[src/rtl/key_code_gen_if.sv]
// Key inputs and code outputs of key_code_gen, bundled for the board or bench side
// (master) and the generator side (slave).
interface key_code_gen_if;
  logic key_step;
  logic key_mode;
  logic code_out1;
  logic code_out2;
  logic code_out3;
  logic code_vld;
  logic auto_on;

  modport master (
    output key_step, key_mode,
    input  code_out1, code_out2, code_out3, code_vld, auto_on
  );

  modport slave (
    input  key_step, key_mode,
    output code_out1, code_out2, code_out3, code_vld, auto_on
  );
endinterface

[src/rtl/key_code_gen.sv]
// Debounced two-key select-code generator for the 3-to-8 decoder (manual step / timed auto step).
// Optional macro SKIP_CODE7_EN: the code runs 0..6 and never drives 3'b111.
module key_code_gen #(
  parameter logic [19:0] CNT_MAX  = 20'd999_999,
  parameter logic [24:0] AUTO_MAX = 25'd24_999_999
) (
  input  logic          sys_clk,
  input  logic          sys_rst_n,
  key_code_gen_if.slave bus
);

  localparam int KEY_STEP = 0;
  localparam int KEY_MODE = 1;

  typedef enum logic {
    MANUAL = 1'b0,
    AUTO   = 1'b1
  } state_t;

  logic [1:0]  w_key_raw;
  logic [1:0]  r_key_meta;
  logic [1:0]  r_key_sync;
  logic [19:0] r_db_cnt [2];
  logic [1:0]  w_flag;

  state_t      r_state;
  logic [24:0] r_auto_cnt;
  logic [2:0]  r_code;
  logic        r_code_vld;
  logic        r_auto_on;
  logic        w_tick;
  logic        w_step_ev;
  logic [2:0]  w_code_nxt;

  assign w_key_raw = {bus.key_mode, bus.key_step};

  // Sync flops reset to the released level, so a key held through reset must
  // still serve a full debounce before it can flag.
  // NOTE: sequential state uses non-blocking (<=) so every flop samples pre-edge values.
  // NOTE: the two debounce counters are plain flops, not a RAM, so they take the reset too.
  always_ff @(posedge sys_clk or negedge sys_rst_n) begin
    if (!sys_rst_n) begin
      r_key_meta <= 2'b11;
      r_key_sync <= 2'b11;
      for (int k = 0; k < 2; k++) r_db_cnt[k] <= '0;
    end else begin
      r_key_meta <= w_key_raw;
      r_key_sync <= r_key_meta;
      for (int k = 0; k < 2; k++) begin
        if (r_key_sync[k])
          r_db_cnt[k] <= '0;
        else if (r_db_cnt[k] != CNT_MAX)
          r_db_cnt[k] <= r_db_cnt[k] + 20'd1;
      end
    end
  end

  // NOTE: default assignment first so no path through always_comb can infer a latch.
  always_comb begin
    w_flag = '0;
    for (int k = 0; k < 2; k++)
      w_flag[k] = ~r_key_sync[k] && (r_db_cnt[k] == CNT_MAX - 20'd1);
  end

  assign w_tick    = (r_state == AUTO) && (r_auto_cnt == AUTO_MAX);
  assign w_step_ev = w_flag[KEY_STEP] || w_tick;

`ifdef SKIP_CODE7_EN
  assign w_code_nxt = (r_code >= 3'd6) ? 3'd0 : r_code + 3'd1;
`else
  assign w_code_nxt = r_code + 3'd1;
`endif

  always_ff @(posedge sys_clk or negedge sys_rst_n) begin
    if (!sys_rst_n) begin
      r_state    <= MANUAL;
      r_auto_cnt <= '0;
      r_code     <= 3'd0;
      r_code_vld <= 1'b0;
      r_auto_on  <= 1'b0;
    end else begin
      r_code_vld <= w_step_ev;
      if (w_step_ev) r_code <= w_code_nxt;

      // A tick coinciding with the mode flag has already been counted above.
      case (r_state)
        MANUAL: begin
          r_auto_cnt <= '0;
          if (w_flag[KEY_MODE]) begin
            r_state   <= AUTO;
            r_auto_on <= 1'b1;
          end
        end
        AUTO: begin
          if (w_flag[KEY_MODE]) begin
            r_state    <= MANUAL;
            r_auto_on  <= 1'b0;
            r_auto_cnt <= '0;
          end else if (w_step_ev) begin
            r_auto_cnt <= '0;
          end else begin
            r_auto_cnt <= r_auto_cnt + 25'd1;
          end
        end
        default: begin
          r_state    <= MANUAL;
          r_auto_on  <= 1'b0;
          r_auto_cnt <= '0;
        end
      endcase
    end
  end

  assign bus.code_out1 = r_code[2];
  assign bus.code_out2 = r_code[1];
  assign bus.code_out3 = r_code[0];
  assign bus.code_vld  = r_code_vld;
  assign bus.auto_on   = r_auto_on;

endmodule

[src/flat_wrapper.sv]
// flat-port wrapper written by rule: the top's interface ports become plain ports
module key_code_gen_flat 
#(
  parameter logic [19:0] CNT_MAX  = 20'd999_999,
  parameter logic [24:0] AUTO_MAX = 25'd24_999_999
)
  (sys_clk, sys_rst_n, bus_key_step, bus_key_mode, bus_code_out1, bus_code_out2, bus_code_out3, bus_code_vld, bus_auto_on);
  key_code_gen_if bus_i ();
  input  logic sys_clk;
  input  logic sys_rst_n;
  input wire logic [$bits(bus_i.key_step)-1:0] bus_key_step;
  input wire logic [$bits(bus_i.key_mode)-1:0] bus_key_mode;
  output wire logic [$bits(bus_i.code_out1)-1:0] bus_code_out1;
  output wire logic [$bits(bus_i.code_out2)-1:0] bus_code_out2;
  output wire logic [$bits(bus_i.code_out3)-1:0] bus_code_out3;
  output wire logic [$bits(bus_i.code_vld)-1:0] bus_code_vld;
  output wire logic [$bits(bus_i.auto_on)-1:0] bus_auto_on;
  assign bus_i.key_step = bus_key_step;
  assign bus_i.key_mode = bus_key_mode;
  assign bus_code_out1 = bus_i.code_out1;
  assign bus_code_out2 = bus_i.code_out2;
  assign bus_code_out3 = bus_i.code_out3;
  assign bus_code_vld = bus_i.code_vld;
  assign bus_auto_on = bus_i.auto_on;
  key_code_gen #(.CNT_MAX(CNT_MAX), .AUTO_MAX(AUTO_MAX)) u_core (.sys_clk(sys_clk), .sys_rst_n(sys_rst_n), .bus(bus_i));
endmodule
[config.mk]
export PLATFORM = sky130hd
export DESIGN_NAME = key_code_gen_flat
export DESIGN_NICKNAME = d
export VERILOG_FILES = /design/src/rtl/key_code_gen_if.sv /design/src/rtl/key_code_gen.sv /design/src/flat_wrapper.sv
export SDC_FILE = /design/constraint.sdc
export NUM_CORES = 1
export LEC_CHECK = 0
export CAP_MARGIN = 20
export CORE_MARGIN = 5
export CORE_UTILIZATION = 40
export CTS_BUF_LIST = sky130_fd_sc_hd__clkbuf_4 sky130_fd_sc_hd__clkbuf_8 sky130_fd_sc_hd__clkbuf_16
export DETAILED_ROUTE_END_ITERATION = 10
export PLACE_DENSITY = 0.55
export SLEW_MARGIN = 20
export SYNTH_ARGS = -nofsm -noshare
export SYNTH_HDL_FRONTEND = slang
export SYNTH_SLANG_ARGS = --single-unit
[constraint.sdc]
create_clock -name sys_clk -period 3.3 [get_ports sys_clk]
set_input_delay 0.66 -clock sys_clk [delete_from_list [all_inputs] [get_ports sys_clk]]
set_output_delay 0.66 -clock sys_clk [all_outputs]
set_load 0.03 [all_outputs]
==> key figures, run 1 <==
Logic synthesis
  • Synthesis warning total: 0
  • Post-synth ARST share: 100%
  • Top_reg_cell synth: dfrtp_1
  • Synth cell types: 52
  • Sequential area share after synthesis: 49.2%
  • Top-area cell type share of the netlist area: 46.5%
  • Top cells by area, synth: dfrtp_1 (46%), xnor2_1 (6.4%), xor2_1 (5.3%)
  • Post-synthesis net count: 376
  • Synth area leader: dfrtp_1
  • Synth Area per Inst: 10.5 um2
  • EDFF count, synth: 0
  • Post-Syn Area: 3820 um2
  • FF+latch count, synth: 75
  • Mapped Cells: 364

Setup path
  • CP Launch Point: u_core.r_db_cnt[32]$_DFFE_PN0P_
  • WP data required: 3.52 ns
  • Crit. End Element: flop
  • RR Startpoint: u_core.r_db_cnt[32]$_DFFE_PN0P_
  • Critical path fanouts, max: 14
  • Worst Setup EP: u_core.r_auto_cnt[4]$_DFF_PN0_
  • Worst Path Arrival: 2.66 ns
  • R2R cell count: 6
  • FF-to-FF End: u_core.r_auto_cnt[4]$_DFF_PN0_
  • CP startpoint kind: flop
  • Reg-to-reg slack, setup: 0.86 ns
  • Crit Path Class: reg2reg

Drt
  • DRT antenna net count: 0
  • Total Routed Length: 7100 um
  • Via/cell ratio: 5.04
  • Vias: 2,567
  • Initial DRC count: 62
  • DRT Pass-1 Iters: 4
  • DR WL/cell: 13.9 um
  • DRC viols: 0

STA
  • Final Cycle Share: 73.8%
  • Max Freq: 0.410 GHz
  • Slew @ Worst Pin: 0.943 ns
  • Setup_tns: 0 ns
  • Final Hold Fails: 0
  • Slew Limit Fails: 0
  • Final hold slack: 0.359 ns
  • RSZ-0062 raised after global routing: false
  • Final setup viols: 0
  • Final min period: 2.44 ns
  • Slew HR: 37.1%
  • Setup Skew: 0.0116 ns

Finish
  • Fin cells: 509
  • Final net count: 387
  • Fillers: 896
  • Most common library cell in the layout ignoring fill and taps: dfrtp_1
  • Storage element area: 1880 um2
  • Layout cell share with drive strength beyond 1: 15.5%
  • Most frequent cells in the layout: dfrtp_1 (71), nor2_1 (47), xnor2_1 (28), xor2_1 (23), nand2_1 (20)
  • Area grow syn2layout: 10.4%
  • Diodes inserted: 0
  • Area of the multi-input gates: 1810 um2

Min path
  • HP Start: u_core.r_key_meta[0]$_DFF_PN1_
  • Worst hold path type: reg2reg

Global routing
  • GR Overflow Total: 0
  • First-pass GRT wire length: 12,300 um
  • GRT Util Overall: 13.2%
  • Antenna violations before repair: 0
  • Pin count of the biggest net entering global routing: 76
  • Number of global-route vias before repair: 2,520

Place
  • Port bufs: 8
  • Final Wtd Congestion: 0.760
  • DP Cell Count: 493
  • Detailed Place HPWL: 4710 um

Pwr
  • Gate power share: 2.4%
  • Clk pwr share: 44.9%
  • Pint: 1.39 mW
  • Switching power: 0.392 mW
  • Maximum VDD drop: 235 uV
  • Switching power share of the total: 22.0%
  • Reg power frac: 52.7%
  • Power Density: 421 nW/um2
  • Static leakage: 1.69 nW

Clocking
  • CTS tree: yes
  • Worst-path clk slew: 0.08 ns
  • Clk buf depth: 2
  • Post-CTS Setup Bufs: 0
  • TritonCTS buffer count: 9
  • Hold buffer count at cts: 0
  • CTS sink cnt: 75
  • Htree depth: 3
  • Worst-Skew Late Latency: 0.34 ns
  • Root Driver: clkbuf_8
  • Post-cts resize count: 0

Floorplanning
  • Die area: 11,600 um2
  • FP Rows: 35
  • Num ports: 9
  • Die width: 108 um
  • Initial cell density of the core: 41.2%
  • Core region area: 9280 um2
  • Die height: 108 um

Job
  • Max cap viols: 0

Run status
  • Outcome: finished clean
[per-stage QoR]
stage                     worst slack [ns]  utilization [%]  power, mW  area [um2]
after floorplan                       1.58                -      0.971        3820
after global placement               0.913             43.0       1.00        3990
after detailed placement             0.852             43.0       1.00        3990
after CTS                            0.820             45.5       1.81        4220
after global routing                 0.654             45.5       1.85        4220
final                                0.863             45.5       1.78        4220
[cells in the mapped netlist, types with 2 or more instances]
cell,n
xnor2_1,28
and2_1,2
and3_2,2
nor4b_2,3
mux2_2,2
nor4_1,8
nor4bb_1,2
or3b_1,2
and3_1,6
and4_1,8
nor2_2,18
nor2b_1,3
a211oi_1,2
buf_12,2
nor2_1,47
dfrtp_1,71
o21bai_1,3
nand4b_1,2
a21oi_1,5
o21ai_0,7
inv_1,10
or3_1,4
nand4_2,2
ha_1,8
xor2_1,23
nand3_1,18
nor3_1,8
clkbuf_1,6
a31oi_1,3
nand2_1,20
buf_6,2
dfstp_2,4
nand4_1,14
[routing by layer]
metal	vias up	global-route usage, %	wire length (um)
li1	1288	-	-
met3	5	3.84	195
met5	-	0	0
met4	0	2.98	68
met2	24	20.7	3190
met1	1250	18.1	3640
[kinds of logic (layout without fill, tap and decap cells)]
logic type / Yosys count / count (layout) / synth area share (%)
compound gates: 28 / 28 / 5.34
simple gates: 179 / 179 / 27.2
xor+xnor: 51 / 51 / 11.7
mux: 2 / 2 / 0.589
fa+ha+maj: 8 / 8 / 2.62
buf+inv: 21 / 37 / 3.34
flops: 75 / 75 / 49.2
[flip-flops by register name (all words and copies together), names as in the netlist]
register / count
u_core.r_db_cnt: 40
u_core.r_auto_cnt: 25
u_core.r_code: 3
u_core.r_key_meta: 2
u_core.r_key_sync: 2
u_core.bus.auto_on: 1
u_core.bus.code_vld: 1
u_core.r_state: 1
[worst min-delay path by stage]
stage          slack [ns]                        endpoint  cells past startpoint
2_1_floorplan        0.35  u_core.r_key_sync[0]$_DFF_PN1_                      0
3_3_place_gp         0.35  u_core.r_key_sync[0]$_DFF_PN1_                      0
3_5_place_dp         0.35  u_core.r_key_sync[0]$_DFF_PN1_                      0
4_1_cts              0.36  u_core.r_key_sync[0]$_DFF_PN1_                      0
5_1_grt              0.37  u_core.r_key_sync[0]$_DFF_PN1_                      0
6_report             0.36  u_core.r_key_sync[0]$_DFF_PN1_                      0
[cell type report]
class                   instances  area share [%]
inverters                      10           0.889
flip-flops and latches         75            44.6
repair buffers                 11            2.37
clock inverters                 6            2.10
clock buffers                  10            3.26
multi-input cells             268            43.0
well taps                     129            3.82
[power groups by stage]
stage | Clock (mW) | Sequential (mW) | Combinational (mW)
floorplan | 0 | 0.954 | 0.0172
global placement | 0 | 0.955 | 0.0448
detailed placement | 0 | 0.956 | 0.0445
CTS | 0.828 | 0.937 | 0.0449
global route | 0.858 | 0.939 | 0.0508
finish | 0.798 | 0.937 | 0.0426
[worst max-delay path, cell delays in order, from the launching register on]
cell	delay [ns]
dfrtp_1	0.46
nor4b_2	0.34
nand4_2	0.27
o32ai_4	0.27
or3b_1	0.56
buf_4	0.34
nor2_1	0.07
Note: power is estimated with default switching activity, not from simulation.
==> run 2, diff against run 1 <==
clock period = 2.5 ns   (was 3.3 ns; I/O delays follow)
==> run 2 against run 1 <==
  * Via count grew 1.7%
  * Sequential share of layout area shrank 0.34 points
  * Count of clock-buffer cells in the layout did not move
  * Core utilization increased by 0.35 points
  * Register-to-register slack worse by 0.36 ns
  * Combinational power rose by 44%
  * Non-clock buffer count increased by 1
  * Cell count grew 0.20%
  * Critical path depth unchanged
  * Critical path type unchanged
  * Critical endpoint is now u_core.r_auto_cnt[3]$_DFF_PN0_
  * Largest cell class unchanged
  * Highest routed layer unchanged
==> key figures, run 2 (synthesis results as in run 1) <==
Setup path
  • Worst Setup EP: u_core.r_auto_cnt[3]$_DFF_PN0_
  • Crit Path Class: reg2reg
  • WP data required: 2.73 ns (-0.79 ns)
  • CP peak stage delay: 0.46 ns (-0.10 ns)
  • Worst path cell trace: nor4b_2 > nand4_2 > o32ai_4 > or3b_1 > buf_12 > nor2_1
  • Worst Path Arrival: 2.22 ns (-0.44 ns)
  • Critical path's slowest cell: dfrtp_1
  • Critical path fanouts, max: 25 (+11)
  • CP startpoint kind: flop
  • Crit. End Element: flop
  • R2R cell count: 6 (unchanged)
  • FF-to-FF End: u_core.r_auto_cnt[3]$_DFF_PN0_
  • Reg-to-reg slack, setup: 0.51 ns (-0.36 ns)
  • RR Startpoint: u_core.r_db_cnt[32]$_DFFE_PN0P_
  • CP Launch Point: u_core.r_db_cnt[32]$_DFFE_PN0P_

Place
  • Detailed Place HPWL: 4770 um (+1.4%)
  • Port bufs: 8 (unchanged)
  • Area after DPL: 4030 um2 (+0.81%)
  • Final Wtd Congestion: 0.743 (-2.2%)
  • DP Cell Count: 494 (+0.20%)

Clocking
  • TritonCTS buffer count: 9 (unchanged)
  • Post-CTS Setup Bufs: 0 (unchanged)
  • Worst-Skew Late Latency: 0.34 ns (about the same)
  • CTS tree: yes
  • Root Driver: clkbuf_8
  • Worst-path clk slew: 0.08 ns (about the same)
  • Clk buf depth: 2 (unchanged)
  • CTS sink cnt: 75 (unchanged)
  • Post-cts resize count: 0 (unchanged)
  • Htree depth: 3 (unchanged)
  • Hold buffer count at cts: 0 (unchanged)

Floorplanning
  • FP Rows: 35 (unchanged)
  • Num ports: 9 (unchanged)
  • Initial cell density of the core: 41.2% (unchanged)
  • Core region area: 9280 um2 (unchanged)
  • Die area: 11,600 um2 (unchanged)
  • Die width: 108 um (unchanged)
  • Die height: 108 um (unchanged)

STA
  • Slew HR: 67.5% (+30 points)
  • Setup_tns: 0 ns (unchanged)
  • Setup Skew: 0.00767 ns (-0.00389 ns)
  • Final Hold Fails: 0 (unchanged)
  • Final hold slack: 0.0728 ns (-0.286 ns)
  • Final min period: 1.99 ns (-0.444 ns)
  • Final Cycle Share: 79.7% (+5.9 points)
  • RSZ-0062 raised after global routing: false
  • Slew @ Worst Pin: 0.485 ns (-0.458 ns)
  • Max Freq: 0.502 GHz (+22%)
  • Final setup viols: 0 (unchanged)
  • Slew Limit Fails: 0 (unchanged)

Finish
  • Final net count: 388 (+0.26%)
  • Fillers: 901 (+0.56%)
  • Biggest register: u_core.r_db_cnt
  • Area grow syn2layout: 11.3%
  • Max reg flops: 40 (unchanged)
  • Most frequent cells in the layout: dfrtp_1 (71), nor2_1 (47), xnor2_1 (28), xor2_1 (23), nand2_1 (20)
  • Layout cell share with drive strength beyond 1: 15.7% (+0.22 points)
  • Fin cells: 510 (+0.20%)
  • Diodes inserted: 0 (unchanged)
  • Design area: 4250 um2 (+0.77%)
  • Most common library cell in the layout ignoring fill and taps: dfrtp_1
  • Biggest regs: u_core.r_db_cnt: 40 flops, u_core.r_auto_cnt: 25 flops, u_core.r_code: 3 flops

Global routing
  • Pin count of the biggest net entering global routing: 47 (-38%)
  • GRT Util Overall: 13.7% (+0.45 points)
  • GR Overflow Total: 0 (unchanged)
  • Antenna violations before repair: 0 (unchanged)
  • First-pass GRT wire length: 12,700 um (+3.3%)
  • Number of global-route vias before repair: 2,609 (+3.5%)

Pwr
  • Power Density: 553 nW/um2 (+31%)
  • Static leakage: 1.70 nW (+0.94%)
  • Maximum VDD drop: 281 uV (+20%)
  • Total power: 2.35 mW (+32%)

Drt
  • DR WL/cell: 13.9 um (-0.14%)
  • DRT Pass-1 Iters: 4 (unchanged)
  • Vias: 2,611 (+1.7%)
  • Initial DRC count: 57 (-8.1%)
  • Via/cell ratio: 5.12 (+1.5%)
  • DRC viols: 0 (unchanged)
  • DRT antenna net count: 0 (unchanged)
  • Total Routed Length: 7100 um (about the same)

Run status
  • Outcome: finished clean

Min path
  • Worst hold path type: in2async

Job
  • Max cap viols: 0 (unchanged)
==> run 2: cell types whose count changed in the layout (fill, tap and decap cells not counted), sizes merged <==
cell / change
buf: +1
==> run 2: per-stage QoR <==
stage,utilization [%],worst slack [ns]
after CTS,45.8,0.493
final,45.8,0.507
after floorplan,-,0.780
after global routing,45.8,0.378
after detailed placement,43.4,0.499
after global placement,43.4,0.573
==> run 2: power by group <==
| group | internal, mW | total, mW | switching [mW] |
|---|---|---|---|
| sequential | 1.23 | 1.24 | 0.0120 |
| clock | 0.589 | 1.05 | 0.462 |
| combinational | 0.0190 | 0.0614 | 0.0424 |
| total | 1.83 | 2.35 | 0.517 |
==> run 2: worst min-delay path by stage <==
stage	to	depth (start not counted)	slack (ns)	start
finish	u_core.r_db_cnt[12]$_DFFE_PN0P_	1	0.07	sys_rst_n
global route	u_core.r_db_cnt[12]$_DFFE_PN0P_	1	0.09	sys_rst_n
CTS	u_core.r_db_cnt[12]$_DFFE_PN0P_	1	0.09	sys_rst_n
detailed placement	u_core.r_key_sync[0]$_DFF_PN1_	0	0.35	u_core.r_key_meta[0]$_DFF_PN1_
global placement	u_core.r_key_sync[0]$_DFF_PN1_	0	0.35	u_core.r_key_meta[0]$_DFF_PN1_
floorplan	u_core.bus.auto_on$_DFFE_PN0P_	0	0.20	sys_rst_n
==> run 2: worst max-delay path: cells and delay by family, from the launching register on <==
family / cells / cell delay [ns]
buffers and inverters: 1 / 0.20
DFF: 1 / 0.46
and+or+nand+nor: 4 / 0.92
AOI/OAI and AO/OA: 1 / 0.27
==> run 2: metal layers <==
metal,routed length [um],global-route usage (%)
met1,3570,19.7
met3,278,2.82
met5,0,0
met2,3160,19.9
met4,88,5.59
==> run 2: final cells by class <==
cell class | instances | area [um2] | share of cell area [%]
flip-flops and latches | 75 | 1880 | 44.2
multi-input cells | 268 | 1810 | 42.6
inverters | 10 | 37.5 | 0.883
repair buffers | 12 | 133 | 3.12
well taps | 129 | 161 | 3.80
clock buffers | 10 | 138 | 3.24
clock inverters | 6 | 88.8 | 2.09
